`src/rtl/ram_access_ctrl_if.sv`:
```
// Request/response and RAM-strobe bundle for ram_access_ctrl.
// master = requester + RAM side, slave = controller.
interface ram_access_ctrl_if #(
    parameter int unsigned ADDR_W = 2,
    parameter int unsigned DATA_W = 4
);
    logic              req_valid;
    logic              req_ready;
    logic              req_write;
    logic [ADDR_W-1:0] req_addr;
    logic [DATA_W-1:0] req_wdata;
    logic              rsp_valid;
    logic              rsp_ready;
    logic [DATA_W-1:0] rsp_data;
    logic              wr_done;
    logic              wr_err;
    logic              err_clr;
    logic              read_write;
    logic              memory_en;
    logic [ADDR_W-1:0] address;
    logic [DATA_W-1:0] in;
    logic [DATA_W-1:0] out;

    modport master (
        output req_valid, req_write, req_addr, req_wdata, rsp_ready, err_clr, out,
        input  req_ready, rsp_valid, rsp_data, wr_done, wr_err,
               read_write, memory_en, address, in
    );

    modport slave (
        input  req_valid, req_write, req_addr, req_wdata, rsp_ready, err_clr, out,
        output req_ready, rsp_valid, rsp_data, wr_done, wr_err,
               read_write, memory_en, address, in
    );
endinterface

```
`src/rtl/ram_access_ctrl.sv`:
```
// Sequences valid/ready requests into setup/access strobes for a small RAM.
// Optional write readback check: define RAM_ACCESS_CTRL_READBACK_EN.
module ram_access_ctrl #(
    parameter int unsigned ADDR_W = 2,
    parameter int unsigned DATA_W = 4
) (
    input  logic            clk,
    input  logic            rst_n,
    ram_access_ctrl_if.slave bus
);

    typedef enum logic [2:0] {
        S_IDLE    = 3'd0,
        S_SETUP   = 3'd1,
        S_ACCESS  = 3'd2,
        S_RESP    = 3'd3
`ifdef RAM_ACCESS_CTRL_READBACK_EN
       ,S_VSETUP  = 3'd4,
        S_VACCESS = 3'd5
`endif
    } state_e;

    state_e            state_q, state_d;
    logic              req_ready_q, req_ready_d;
    logic              rsp_valid_q, rsp_valid_d;
    logic [DATA_W-1:0] rsp_data_q, rsp_data_d;
    logic              wr_done_q, wr_done_d;
    logic              read_write_q, read_write_d;
    logic              memory_en_q, memory_en_d;
    logic [ADDR_W-1:0] address_q, address_d;
    logic [DATA_W-1:0] in_q, in_d;
    logic              mismatch_c;

    // State and registered outputs
    always_ff @(posedge clk or negedge rst_n) begin
        if (!rst_n) begin
            state_q      <= S_IDLE;
            req_ready_q  <= 1'b0;
            rsp_valid_q  <= 1'b0;
            rsp_data_q   <= '0;
            wr_done_q    <= 1'b0;
            read_write_q <= 1'b0;
            memory_en_q  <= 1'b0;
            address_q    <= '0;
            in_q         <= '0;
        end else begin
            state_q      <= state_d;
            req_ready_q  <= req_ready_d;
            rsp_valid_q  <= rsp_valid_d;
            rsp_data_q   <= rsp_data_d;
            wr_done_q    <= wr_done_d;
            read_write_q <= read_write_d;
            memory_en_q  <= memory_en_d;
            address_q    <= address_d;
            in_q         <= in_d;
        end
    end

    // Next state; RAM strobes are loaded at accept and held until the next accept
    always_comb begin
        state_d      = state_q;
        rsp_data_d   = rsp_data_q;
        wr_done_d    = 1'b0;
        read_write_d = read_write_q;
        address_d    = address_q;
        in_d         = in_q;
        mismatch_c   = 1'b0;
        case (state_q)
            S_IDLE: begin
                if (bus.req_valid && req_ready_q) begin
                    state_d      = S_SETUP;
                    read_write_d = bus.req_write;
                    address_d    = bus.req_addr;
                    in_d         = bus.req_wdata;
                end
            end
            S_SETUP: state_d = S_ACCESS;
            S_ACCESS: begin
                if (read_write_q) begin
`ifdef RAM_ACCESS_CTRL_READBACK_EN
                    state_d      = S_VSETUP;
                    read_write_d = 1'b0;
`else
                    state_d   = S_IDLE;
                    wr_done_d = 1'b1;
`endif
                end else begin
                    state_d    = S_RESP;
                    rsp_data_d = bus.out;
                end
            end
            S_RESP: begin
                if (bus.rsp_ready) state_d = S_IDLE;
            end
`ifdef RAM_ACCESS_CTRL_READBACK_EN
            S_VSETUP: state_d = S_VACCESS;
            S_VACCESS: begin
                state_d    = S_IDLE;
                wr_done_d  = 1'b1;
                mismatch_c = (bus.out != in_q);
            end
`endif
            default: state_d = S_IDLE;
        endcase
        req_ready_d = (state_d == S_IDLE);
        rsp_valid_d = (state_d == S_RESP);
`ifdef RAM_ACCESS_CTRL_READBACK_EN
        memory_en_d = (state_d == S_ACCESS) || (state_d == S_VACCESS);
`else
        memory_en_d = (state_d == S_ACCESS);
`endif
    end

`ifdef RAM_ACCESS_CTRL_READBACK_EN
    logic wr_err_q, wr_err_d;

    // Sticky error: a fresh mismatch beats a same-cycle clear
    always_comb begin
        wr_err_d = wr_err_q;
        if (mismatch_c)       wr_err_d = 1'b1;
        else if (bus.err_clr) wr_err_d = 1'b0;
    end

    always_ff @(posedge clk or negedge rst_n) begin
        if (!rst_n) wr_err_q <= 1'b0;
        else        wr_err_q <= wr_err_d;
    end

    assign bus.wr_err = wr_err_q;
`else
    logic unused_err_clr_c;
    assign unused_err_clr_c = bus.err_clr | mismatch_c;
    assign bus.wr_err       = 1'b0;
`endif

    assign bus.req_ready  = req_ready_q;
    assign bus.rsp_valid  = rsp_valid_q;
    assign bus.rsp_data   = rsp_data_q;
    assign bus.wr_done    = wr_done_q;
    assign bus.read_write = read_write_q;
    assign bus.memory_en  = memory_en_q;
    assign bus.address    = address_q;
    assign bus.in         = in_q;

endmodule

```
`src/flat_wrapper.sv`:
```
// flat-port wrapper written by rule: the top's interface ports become plain ports
module ram_access_ctrl_flat 
#(
    parameter int unsigned ADDR_W = 2,
    parameter int unsigned DATA_W = 4
)
  (clk, rst_n, bus_req_valid, bus_req_write, bus_req_addr, bus_req_wdata, bus_rsp_ready, bus_err_clr, bus_out, bus_req_ready, bus_rsp_valid, bus_rsp_data, bus_wr_done, bus_wr_err, bus_read_write, bus_memory_en, bus_address, bus_in);
  ram_access_ctrl_if #(.ADDR_W(ADDR_W), .DATA_W(DATA_W)) bus_i ();
  input  logic clk;
  input  logic rst_n;
  input wire logic [$bits(bus_i.req_valid)-1:0] bus_req_valid;
  input wire logic [$bits(bus_i.req_write)-1:0] bus_req_write;
  input wire logic [$bits(bus_i.req_addr)-1:0] bus_req_addr;
  input wire logic [$bits(bus_i.req_wdata)-1:0] bus_req_wdata;
  input wire logic [$bits(bus_i.rsp_ready)-1:0] bus_rsp_ready;
  input wire logic [$bits(bus_i.err_clr)-1:0] bus_err_clr;
  input wire logic [$bits(bus_i.out)-1:0] bus_out;
  output wire logic [$bits(bus_i.req_ready)-1:0] bus_req_ready;
  output wire logic [$bits(bus_i.rsp_valid)-1:0] bus_rsp_valid;
  output wire logic [$bits(bus_i.rsp_data)-1:0] bus_rsp_data;
  output wire logic [$bits(bus_i.wr_done)-1:0] bus_wr_done;
  output wire logic [$bits(bus_i.wr_err)-1:0] bus_wr_err;
  output wire logic [$bits(bus_i.read_write)-1:0] bus_read_write;
  output wire logic [$bits(bus_i.memory_en)-1:0] bus_memory_en;
  output wire logic [$bits(bus_i.address)-1:0] bus_address;
  output wire logic [$bits(bus_i.in)-1:0] bus_in;
  assign bus_i.req_valid = bus_req_valid;
  assign bus_i.req_write = bus_req_write;
  assign bus_i.req_addr = bus_req_addr;
  assign bus_i.req_wdata = bus_req_wdata;
  assign bus_i.rsp_ready = bus_rsp_ready;
  assign bus_i.err_clr = bus_err_clr;
  assign bus_i.out = bus_out;
  assign bus_req_ready = bus_i.req_ready;
  assign bus_rsp_valid = bus_i.rsp_valid;
  assign bus_rsp_data = bus_i.rsp_data;
  assign bus_wr_done = bus_i.wr_done;
  assign bus_wr_err = bus_i.wr_err;
  assign bus_read_write = bus_i.read_write;
  assign bus_memory_en = bus_i.memory_en;
  assign bus_address = bus_i.address;
  assign bus_in = bus_i.in;
  ram_access_ctrl #(.ADDR_W(ADDR_W), .DATA_W(DATA_W)) u_core (.clk(clk), .rst_n(rst_n), .bus(bus_i));
endmodule
```
`config.mk`:
```
export PLATFORM = sky130hd
export DESIGN_NAME = ram_access_ctrl_flat
export DESIGN_NICKNAME = d
export VERILOG_FILES = /design/src/rtl/ram_access_ctrl_if.sv /design/src/rtl/ram_access_ctrl.sv /design/src/flat_wrapper.sv
export SDC_FILE = /design/constraint.sdc
export NUM_CORES = 1
export LEC_CHECK = 0
export ABC_AREA = 0
export BUFFER_PORTS_ARGS = -buffer_cell sky130_fd_sc_hd__buf_2
export CAP_MARGIN = 20
export CELL_PAD_IN_SITES_DETAIL_PLACEMENT = 1
export CELL_PAD_IN_SITES_GLOBAL_PLACEMENT = 1
export CORE_MARGIN = 5
export CORE_UTILIZATION = 31
export DETAILED_ROUTE_END_ITERATION = 6
export HOLD_SLACK_MARGIN = 0.06
export PLACE_DENSITY_LB_ADDON = 0.25
export SYNTH_ARGS = -nofsm -noshare
export SYNTH_HDL_FRONTEND = slang
export SYNTH_SLANG_ARGS = --single-unit
```
`constraint.sdc`:
```
create_clock -name clk -period 1.4 [get_ports clk]
set_input_delay 0.21 -clock clk [delete_from_list [all_inputs] [get_ports clk]]
set_output_delay 0.21 -clock clk [all_outputs]
set_load 0.03 [all_outputs]
```
Word-level counts from Yosys, hierarchy flattened
Cells that the tools add are included.
{"block": "totals", "wordCells": 26, "out_inout_bits": 16, "ff_bits": 18}
{"block": "op_classes", "eq_ne": 5, "bitwise": 1, "n_mux": 6, "reduce_logical": 5}
{"op": "3-bit by 2-bit equality test with 1-bit output (second input constant)", "n": 4}
{"op": "3-bit one-hot mux with 4 select lines", "n": 1}
{"op": "3-bit logical NOT", "n": 2}
{"op": "3-bit 2-to-1 mux", "n": 2}
{"op": "2-bit AND reduction", "n": 2}
{"op": "3-bit by 1-bit equality test with 1-bit output (second input constant)", "n": 1}
{"op": "1-bit 2-to-1 mux", "n": 2}
{"op": "2-bit 2-to-1 mux", "n": 1}
{"op": "1-bit logical AND", "n": 1}
{"op": "1-bit NOT", "n": 1}

Depth between registers and ports, before layout
{"block": "depth", "ltp_word": 4, "ltp_mapped": 3}

Worst setup path before layout
OpenSTA, ideal clock, no wires.
{"block": "synth_timing", "kind": "register to register", "start": "reg u_core.req_ready_q, in the netlist u_core.bus.req_ready", "end": "reg u_core.address_q[0], in the netlist u_core.bus.address[0]", "period_less_slack_ns": 1.478, "t_arrival_ns": 1.353, "slack_ns": -0.078, "path_stages_with_launch": 4, "setup_time_ns": 0.125, "path_cell_list": "dfrtp_1 nand2_1 nor4_4 mux2_2"}
{"block": "synth_via", "elab_chain_len": 2}
{"element": "start, declared", "line": "ram_access_ctrl.sv:24", "text": "logic req_ready_q, req_ready_d;"}
{"element": "start signal, assigned", "line": "ram_access_ctrl.sv:48", "text": "req_ready_q <= req_ready_d;"}
{"element": "1-bit logical AND", "line": "ram_access_ctrl.sv:70", "text": "if (bus.req_valid && req_ready_q) begin"}
{"element": "2-bit AND reduction (no line)"}
{"element": "end signal, assigned", "line": "ram_access_ctrl.sv:54", "text": "address_q <= address_d;"}
{"element": "end, declared", "line": "ram_access_ctrl.sv:30", "text": "logic [ADDR_W-1:0] address_q, address_d;"}
Every way passes these cells.
A chain may end at the register's enable or synchronous reset.

Worst setup path after layout
{"block": "layout_timing", "start": "reg u_core.req_ready_q, in the netlist u_core.bus.req_ready", "end": "reg u_core.in_q[2], in the netlist u_core.bus.in[2]"}
{"block": "layout_via", "elab_chain_len": 2}
{"element": "1-bit logical AND", "line": "ram_access_ctrl.sv:70"}
{"element": "2-bit AND reduction (no line)"}
{"element": "end signal, assigned", "line": "ram_access_ctrl.sv:55", "text": "in_q <= in_d;"}
{"element": "end, declared", "line": "ram_access_ctrl.sv:31", "text": "logic [DATA_W-1:0] in_q, in_d;"}
Every way passes these cells.

==> results.ini <==
[clock_tree]
clock-sinks = 18
cts_buffers = 3
ctsRootBufferMaster = clkbuf_4
tritoncts = built
h-tree-depth = 1
clock_path_buffers = 2
clkSlewWorstSetupHoldPaths_ns = 0.10
insertion_delay_ns = 0.29

[global_route]
grt_overflow = 0
grt_max_degree = 19
grt_pass1_vias = 518
grt.total_usage_pct = 9.40
grt_first_pass_wirelength_mm = 2.38
antenna_found_initial = 0

[sta]
setup_slack_ns = 0.0345
fmax_ghz = 0.732
final-setup-viol-count = 0
holdWs_ns = 0.132
layout_min_cycle_time_ns = 1.37
finalCritPeriodShare_pct = 97.5
skew_ns = 0.00530
rsz0062_at_grt = yes
hold_viol_final = 0
tns_ns = 0
final_max_slew_viol_count = 0

[synth]
synth_common_cells = 18 x dfrtp_1, 11 x mux2_2, 2 x nor2b_1, 2 x nor3b_1
synthDistinctLibCells = 14
synth_top_area_share_pct = 65.5
yosysSeqAreaShare_pct = 65.5
synth.avg_cell_area_um2 = 16.0
synth-edff-count = 0
synth_area_leaders = dfrtp_1 65%, mux2_2 18%, nor4_4 3.1%
synth_most_common_cell = dfrtp_1
synth_area_leader_cell = dfrtp_1
synth_seq_cells = 18
syn_inst = 43
ys_warn_count = 0
syn-cell-area_um2 = 688
ys.flop_type = dfrtp_1
synthArstFlopShare_pct = 100

[placed_design]
dp_cells = 104
post-place-ws_ns = 0.00716
io_buffers = 29
place.gp.congestion = 0.703

[min_path]
hold_class = primary input to register

[route]
routed_wl_mm = 1.48
routed.top_layer = met3
wl_met1_um = 583
drc = 0
dr.pass1.iters = 2
met3_wirelength_um = 113
wl_met2_um = 779
dr.first_iter.drc_count = 5
vias = 472
vias_per_cell = 4.29
post_drt_wl_per_cell_um = 13.4
ant_nets = 0

[power]
p_sw_share_pct = 39.4
seq_power_share_pct = 42.1
ir_drop_mv = 1.03
leakage_nw = 0.470
switchingPower_w = 0.000722
p_int_w = 0.00111
pwr-share-clk_pct = 17.3
p_per_area_nw_per_um2 = 1880
combinationalPowerShare_pct = 40.6

[floorplan]
core_area_um2 = 2170
start_util_pct = 31.7
num_rows = 17
die_h_um = 57.1
num_io_pins = 32
die_w_um = 57.1
dieArea_um2 = 3260

[layout]
area_growth_pct = 41.3
finalNonFillerCells = 110
drive_above_1_share_pct = 70.7
final_nets = 99
antenna_cells = 0

[worst_setup_path]
cpLargestDelayFamily = flip-flops
cp.arrival_ns = 1.54
cp_slowest_cell = dfrtp_2
crit_fanout = 8
path_class = register to register
worstPathRequired_ns = 1.58
worstSetupStartpointType = register
critPathBufInv = 1
cp-end-kind = register
path_cells = nand2_2 > nor4_4 > buf_6 > mux2_2
cpPeakStageDelay_ns = 0.38

[status]
status = finished clean

[run]
drv_cap = 0

worst reg2reg max path: stages, from the launching register on:
cell,delay [ns]
dfrtp_2,0.38
nand2_2,0.06
nor4_4,0.30
buf_6,0.18
mux2_2,0.33
metrics by stage:
step | power, W | area (um2) | utilization, %
6_report | 0.00183 | 972 | 44.8
2_1_floorplan | 0.00126 | 693 | -
3_3_place_gp | 0.00150 | 896 | 41.3
5_1_grt | 0.00193 | 972 | 44.8
4_1_cts | 0.00184 | 952 | 43.9
3_5_place_dp | 0.00151 | 896 | 41.3
cell families after synthesis:
family	after synthesis	share of synthesized area [%]
flip-flops	18	65.5
multiplexers	11	18.0
AND/OR/NAND/NOR	10	11.6
AO/OA/AOI/OAI	2	3.27
buffers and inverters	1	1.09
other	1	0.545
what timing repair did:
| item | 4_1_cts | 5_1_grt |
|---|---|---|
| hold buffers | 1 | 0 |
| buffers inserted | 0 | 1 |
| pin swaps | 0 | 2 |
| gates resized for setup | 2 | 4 |
| setup endpoints to repair | 6 | 12 |
| endpoints found under the hold margin | 18 | 0 |
registers in the layout, indices dropped and copies added (netlist names):
| signal | cells |
|---|---|
| u_core.bus.req_ready | 1 |
| u_core.bus.rsp_valid | 1 |
| u_core.bus.memory_en | 1 |
| u_core.bus.in | 4 |
| u_core.bus.read_write | 1 |
| u_core.state_q | 3 |
| u_core.bus.wr_done | 1 |
| u_core.bus.rsp_data | 4 |
| u_core.bus.address | 2 |
area by class of cell:
type	instances	area, um2
Clock buffer	4	36.3
Timing Repair Buffer	35	196
Sequential cell	18	454
Fill cell	247	1200
Tap cell	28	35.0
Multi-Input combinational cell	25	250
layout by cell type (no fill, tap or decap):
cell	netlist	layout
o21ba_2	1	1
clkbuf_8	0	1
clkbuf_4	0	3
dfrtp_1	18	15
nor3_1	1	1
dlygate4sd3_1	0	1
buf_6	0	1
or2_2	1	1
nand2_2	0	1
nor3b_1	2	2
conb_1	1	2
nor4_4	1	1
a211oi_4	0	1
dfrtp_2	0	3
nand2b_1	1	1
nor3_4	0	1
mux2_2	11	11
buf_4	1	4
nor2b_1	2	2
buf_2	0	29
final timing paths:
| path | start | to | slack, ns | depth (start not counted) |
|---|---|---|---|---|
| setup / recovery | u_core.bus.req_ready | u_core.bus.in[2] | 0.03 | 4 |
| hold / removal | bus_rsp_ready | u_core.bus.rsp_valid | 0.13 | 2 |
| setup reg to reg | u_core.bus.req_ready | u_core.bus.in[2] | 0.03 | 4 |
| hold reg to reg | u_core.bus.rsp_data[2] | u_core.bus.rsp_data[2] | 0.51 | 1 |
| max in group asynchronous | rst_n | u_core.state_q[2] | 0.73 | 2 |
| min in group asynchronous | rst_n | u_core.bus.wr_done | 0.37 | 2 |
power by group through the flow:
stage	Sequential [W]	Clock (W)	Combinational (W)
floorplan	0.00108	0	0.000183
global placement	0.000771	0	0.000725
detailed placement	0.000779	0	0.000733
CTS	0.000775	0.000330	0.000739
global route	0.000797	0.000345	0.000789
finish	0.000772	0.000316	0.000745
layer usage:
layer / up-vias / track usage [%]
li1: 225 / -
met1: 234 / 10.2
met2: 13 / 16.2
met3: 0 / 3.17
met4: 0 / 4.97
met5: - / 0
(Power assumes the default switching activity.)
